**src/rtl/pump3_seq_pkg.sv**
```systemverilog
// Shared types and constants for the 3-valve peristaltic pump sequencer.
// Optional hold/stall input is enabled by defining PUMP3_SEQ_STALL_EN.
package pump3_seq_pkg;

   typedef enum logic [1:0] {
      IDLE,
      RUN,
      SEAL
   } state_t;

   localparam int NUM_PHASES = 6;
   localparam logic [2:0] SEALED = 3'b111;
   localparam logic [2:0] LAST_PHASE = 3'(NUM_PHASES - 1);

   // Index 0..5 is phase P0..P5; bit 0 = pump1, 1 = pressurized.
   localparam logic [2:0] PUMP3_PATTERN [NUM_PHASES] = '{
      3'b101, 3'b100, 3'b110, 3'b010, 3'b011, 3'b001
   };

   function automatic logic [2:0] pattern_of(input logic [2:0] idx);
      logic [2:0] pat;
      case (idx)
         3'd0:    pat = PUMP3_PATTERN[0];
         3'd1:    pat = PUMP3_PATTERN[1];
         3'd2:    pat = PUMP3_PATTERN[2];
         3'd3:    pat = PUMP3_PATTERN[3];
         3'd4:    pat = PUMP3_PATTERN[4];
         3'd5:    pat = PUMP3_PATTERN[5];
         default: pat = SEALED;
      endcase
      return pat;
   endfunction

endpackage

```
**src/rtl/pump3_seq_ctrl_dwell_timer.sv**
```systemverilog
// Loadable down-counter timing one phase (RUN) or the seal interval (SEAL).
// expire marks the last clock of the loaded interval; load has priority.
module pump3_dwell_timer #(
   parameter int W = 16
) (
   input  logic         clk,
   input  logic         rst_n,
   input  logic         load,
   input  logic [W-1:0] load_val,
   input  logic         en,
   output logic         expire,
   output logic [W-1:0] count_next
);

   logic [W-1:0] count;

   always_comb begin
      count_next = count;
      if (load) begin
         count_next = load_val;
      end else if (en && (count != '0)) begin
         count_next = count - W'(1);
      end
   end

   assign expire = en && (count == W'(1));

   always_ff @(posedge clk or negedge rst_n) begin
      if (!rst_n) begin
         count <= '0;
      end else begin
         count <= count_next;
      end
   end

endmodule

```
**src/rtl/pump3_seq_ctrl.sv**
```systemverilog
// Six-phase peristaltic sequencer for one 3-valve pump, with seal-on-finish/abort.
// Define PUMP3_SEQ_STALL_EN to add the 'hold' input that freezes RUN/SEAL timing.
module pump3_seq_ctrl
   import pump3_seq_pkg::*;
#(
   parameter int DWELL_W = 16,
   parameter int CNT_W   = 16
) (
   input  logic               clk,
   input  logic               rst_n,
   input  logic               start,
   input  logic               dir,
   input  logic [DWELL_W-1:0] dwell,
   input  logic [CNT_W-1:0]   n_cycles,
   input  logic               abort,
`ifdef PUMP3_SEQ_STALL_EN
   input  logic               hold,
`endif
   output logic [2:0]         valve_ctrl,
   output logic [2:0]         phase,
   output logic               busy,
   output logic               done,
   output logic [CNT_W-1:0]   cycles_done
);

   state_t             state_q, state_n;
   logic [2:0]         phase_q, phase_n;
   logic               dir_q;
   logic [DWELL_W-1:0] dwell_q;
   logic [CNT_W-1:0]   ncyc_q;
   logic [CNT_W-1:0]   cyc_n, cyc_inc;
   logic [DWELL_W-1:0] dwell_eff, load_val, count_next;
   logic               accept, stall, timer_en, load, expire, last_phase;
   logic [2:0]         valve_n, phase_out_n;
   logic               busy_n, done_n;

`ifdef PUMP3_SEQ_STALL_EN
   assign stall = hold;
`else
   assign stall = 1'b0;
`endif

   assign dwell_eff  = (dwell == '0) ? DWELL_W'(1) : dwell;
   assign accept     = (state_q == IDLE) && start;
   assign timer_en   = (state_q != IDLE) && !stall;
   assign last_phase = dir_q ? (phase_q == 3'd0) : (phase_q == LAST_PHASE);
   assign cyc_inc    = cycles_done + CNT_W'(1);

   pump3_dwell_timer #(.W(DWELL_W)) u_timer (
      .clk        (clk),
      .rst_n      (rst_n),
      .load       (load),
      .load_val   (load_val),
      .en         (timer_en),
      .expire     (expire),
      .count_next (count_next)
   );

   always_comb begin
      state_n  = state_q;
      phase_n  = phase_q;
      cyc_n    = cycles_done;
      load     = 1'b0;
      load_val = dwell_q;
      case (state_q)
         IDLE: begin
            if (start) begin
               state_n  = RUN;
               load     = 1'b1;
               load_val = dwell_eff;
               phase_n  = dir ? LAST_PHASE : 3'd0;
               cyc_n    = '0;
            end
         end
         RUN: begin
            if (abort) begin
               state_n = SEAL;
               load    = 1'b1;
            end else if (expire) begin
               load = 1'b1;
               if (last_phase) begin
                  cyc_n = cyc_inc;
                  if ((ncyc_q != '0) && (cyc_inc == ncyc_q)) begin
                     state_n = SEAL;
                  end else begin
                     phase_n = dir_q ? LAST_PHASE : 3'd0;
                  end
               end else begin
                  phase_n = dir_q ? (phase_q - 3'd1) : (phase_q + 3'd1);
               end
            end
         end
         SEAL: begin
            if (expire) begin
               state_n = IDLE;
            end
         end
         default: state_n = IDLE;
      endcase
   end

   // Outputs are registered from the next-state view so they line up with state.
   always_comb begin
      busy_n      = (state_n != IDLE);
      valve_n     = (state_n == RUN) ? pattern_of(phase_n) : SEALED;
      phase_out_n = (state_n == RUN) ? phase_n : 3'd0;
      done_n      = (state_n == SEAL) && (count_next == DWELL_W'(1));
   end

   always_ff @(posedge clk or negedge rst_n) begin
      if (!rst_n) begin
         state_q     <= IDLE;
         phase_q     <= 3'd0;
         dir_q       <= 1'b0;
         dwell_q     <= DWELL_W'(1);
         ncyc_q      <= '0;
         cycles_done <= '0;
         valve_ctrl  <= SEALED;
         phase       <= 3'd0;
         busy        <= 1'b0;
         done        <= 1'b0;
      end else begin
         state_q     <= state_n;
         phase_q     <= phase_n;
         cycles_done <= cyc_n;
         valve_ctrl  <= valve_n;
         phase       <= phase_out_n;
         busy        <= busy_n;
         done        <= done_n;
         if (accept) begin
            dir_q   <= dir;
            dwell_q <= dwell_eff;
            ncyc_q  <= n_cycles;
         end
      end
   end

endmodule

```
**config.mk**
```make
export PLATFORM = sky130hd
export DESIGN_NAME = pump3_seq_ctrl
export DESIGN_NICKNAME = d
export VERILOG_FILES = /design/src/rtl/pump3_seq_pkg.sv /design/src/rtl/pump3_seq_ctrl_dwell_timer.sv /design/src/rtl/pump3_seq_ctrl.sv
export SDC_FILE = /design/constraint.sdc
export NUM_CORES = 1
export LEC_CHECK = 0
export ABC_CLOCK_PERIOD_IN_PS = 4800
export CAP_MARGIN = 30
export CELL_PAD_IN_SITES_DETAIL_PLACEMENT = 1
export CELL_PAD_IN_SITES_GLOBAL_PLACEMENT = 1
export CORE_MARGIN = 2
export CORE_UTILIZATION = 30
export DETAILED_ROUTE_END_ITERATION = 10
export HOLD_SLACK_MARGIN = 0.08
export PLACE_DENSITY_LB_ADDON = 0.1
export SETUP_SLACK_MARGIN = 0.15
export SYNTH_ARGS = -nofsm -noshare
export SYNTH_HDL_FRONTEND = slang
export SYNTH_HIERARCHICAL = 1
export SYNTH_SLANG_ARGS = --single-unit
```
**constraint.sdc**
```tcl
create_clock -name clk -period 4.8 [get_ports clk]
set_input_delay 0.72 -clock clk [delete_from_list [all_inputs] [get_ports clk]]
set_output_delay 0.72 -clock clk [all_outputs]
set_load 0.02 [all_outputs]
```
==> flow_summary.toml <==
[power]
leakagePower_nw = 2.42
power_density_mw_per_mm2 = 561
vdd_drop_max_v = 0.000218
p_total_w = 0.00312

[clock_tree]
numCtsBuffers = 9
post-cts-setup-buffer-count = 0
cts_tree = "done"
clk_pin_slew_ns = 0.06
cts_num_sinks = 78
insertion_delay_ns = 0.35
cts_resized = 0
h-tree-depth = 3
cts_buffer_depth = 2
cts_hold_buffers = 0
ctsRootBufferMaster = "clkbuf_16"

[sta]
max_slew.worst_pin.slew_ns = 0.896
tns_ns = 0
finalMaxSlewViolations = 0
rsz0062_at_grt = "no"
max_freq_ghz = 0.273
fin_crit_ns = 3.66
hold_viol_final = 0
setup_viol = 0
finalClockSkew_ns = 0.00789
max_slew_margin_pct = 40.1
finalCritPeriodShare_pct = 76.3

[yosys]
synth_fp_nets = 576
synth_top_area_share_pct = 41.5
netlist_area_sq_mm = 0.00446
ys.flop_type = "dfrtp_1"
synth.ff_latch_count = 78
synth-edff-count = 0
yosysWarnings = 6
syn_avg_cell_area_sq_um = 8.35
post-synth-top-area-cell = "dfrtp_1"
ys_types = 67
synth.most_common_cell = "nand2_1"
ys_seq_area_share_pct = 43.9
async_reset_ff_share_pct = 100
netlist_instances = 534
ys_top_cells_by_count = "nand2_1 (149), dfrtp_1 (74), nor2_1 (35), o21ai_0 (28), nand3_1 (21)"
yosys-top-cells-area = "dfrtp_1 (42%), nand2_1 (13%), xnor2_1 (3.3%)"

[route]
wl_per_cell_um = 17.3
drc = 0
vias_per_cell = 5.33
drtIter0Drc = 198
vias = 4135
ant_nets = 0
routed_wl_um = 13400
drt_first_pass_iters = 5

[global_routing]
use_met1_pct = 22.2
antenna_found_initial = 0
grt_pass1_wl_um = 22300
grt_pass1_vias = 4303
grt_overflow = 0
grt_use_met3_pct = 3.82
met2_usage_pct = 30.2
grt_max_degree = 48
grt.total_usage_pct = 17.6
grt_busiest_layer = "met2"

[setup_path]
startpoint_type = "flip-flop"
rr_worst_depth = 11
crit-reg2reg-capture = "done"
crit_type = "reg2reg"
cpMostUsedCell = "nor2_1"
r2r_slack_ns = 1.14
r2r-start = "u_timer/count[2]"
cp.arrival_ns = 3.94
crit_chain = "nor4_1, nand3_1, nor2_1, nor2_1, a211oi_2, clkinv_1, o311ai_0, nand3_1, nor4_1, nand4_1, nor2_1"
cp.required_ns = 5.08
crit_path_max_fanout = 19
critPathMaxStageDelay_ns = 0.69
end_kind = "flip-flop"
cpMaxStageDelayCell = "nor4_1"

[floorplan]
die_area_sq_mm = 0.0159
ios = 61
die_h_um = 126
die_w_um = 126
core_area_sq_mm = 0.0145
row_count = 44
start_util_pct = 30.7

[flow_run]
max-cap-violations = 0

[status]
outcome = "finished, final reports clean"

[place]
gp_congestion = 0.818
dp_hpwl_um = 9800
port_buffers = 60

[layout]
drive_gt1_share_pct = 7.43
area_growth_pct = 24.5
diodes = 0
fill_cells = 1725
nets = 629

[worst_hold_path]
hp-class = "in2async"
[cell usage in the layout, fill, tap and decap left out, drive strengths merged, types with 3 or more instances in the layout]
master / count
inv: 17
dfrtp: 74
nand2: 150
a31oi: 8
nand3: 21
a211oi: 3
a21oi: 14
o21ai: 32
buf: 7
o211ai: 5
nor3: 15
or4: 6
xor2: 6
o31ai: 6
a211o: 5
clkinv: 4
o41ai: 4
xnor2: 17
ha: 4
dfstp: 4
nand2b: 5
or3: 7
clkbuf: 12
nand4: 14
nor2: 35
clkdlybuf4s50: 59
nor4: 18
mux2i: 4
[stage by stage]
stage	hold slack (ns)	instances	util [%]	setup slack, ns	area, sq um
3_5_place_dp	0.456	760	36.1	1.11	5250
2_1_floorplan	0.424	534	-	1.72	4460
6_report	0.315	776	38.2	1.14	5550
3_3_place_gp	0.452	758	35.9	1.28	5220
5_1_grt	0.348	776	38.2	0.753	5550
4_1_cts	0.330	776	38.2	1.07	5550
[power by group]
group	internal [W]	leakage, nW	switching, W
Combinational	0.000499	1.28	0.000768
Clock	0.000429	0.152	0.000284
Sequential	0.000906	0.985	0.000230
[per-layer routing]
| metal | routed length, um | vias up |
|---|---|---|
| met3 | 469 | 10 |
| li1 | - | 1987 |
| met1 | 6270 | 2068 |
| met4 | 177 | 0 |
| met2 | 6500 | 70 |
| met5 | 0 | - |
[sequential cells by signal, indices dropped and copies added (netlist names)]
name	flops
busy	1
cycles_done	16
dir_q	1
done	1
dwell_q	16
ncyc_q	16
phase	3
phase_q	3
state_q	2
u_timer/count	16
valve_ctrl	3
[kinds of logic (layout without fill, tap and decap cells)]
| family | Yosys count | in the layout | synth area share (%) |
|---|---|---|---|
| and+or+nand+nor | 284 | 284 | 29.9 |
| AOI/OAI and AO/OA | 97 | 97 | 14.8 |
| DFF | 78 | 78 | 43.9 |
| buffers and inverters | 42 | 100 | 4.01 |
| xor gates and xnor gates | 23 | 23 | 4.52 |
| adders and majority gates | 5 | 5 | 1.57 |
| muxes | 5 | 5 | 1.23 |
[critical path: cells and delay by family, from the launching register on]
kind | cells | cell delay [ns]
compound gates | 2 | 0.56
flops | 1 | 0.47
buf+inv | 1 | 0.49
simple gates | 8 | 2.06
[layout make-up]
class / count / area (sq um) / area share, %
Timing Repair Buffer: 66 / 663 / 11.9
Clock buffer: 12 / 256 / 4.62
Tap cell: 184 / 230 / 4.15
Sequential cell: 78 / 1960 / 35.2
Inverter: 18 / 67.6 / 1.22
Multi-Input combinational cell: 414 / 2330 / 42.0
Clock inverter: 4 / 45.0 / 0.811
[how the worst max path moves through the flow]
stage                      from  endpoint  slack [ns]
6_report       u_timer/count[2]      done        1.14
5_1_grt        u_timer/count[2]      done        0.75
4_1_cts        u_timer/count[2]      done        1.07
3_5_place_dp   u_timer/count[2]      done        1.11
3_3_place_gp   u_timer/count[2]      done        1.28
2_1_floorplan  u_timer/count[2]      done        1.72
Power figures use the tool's default switching activity.
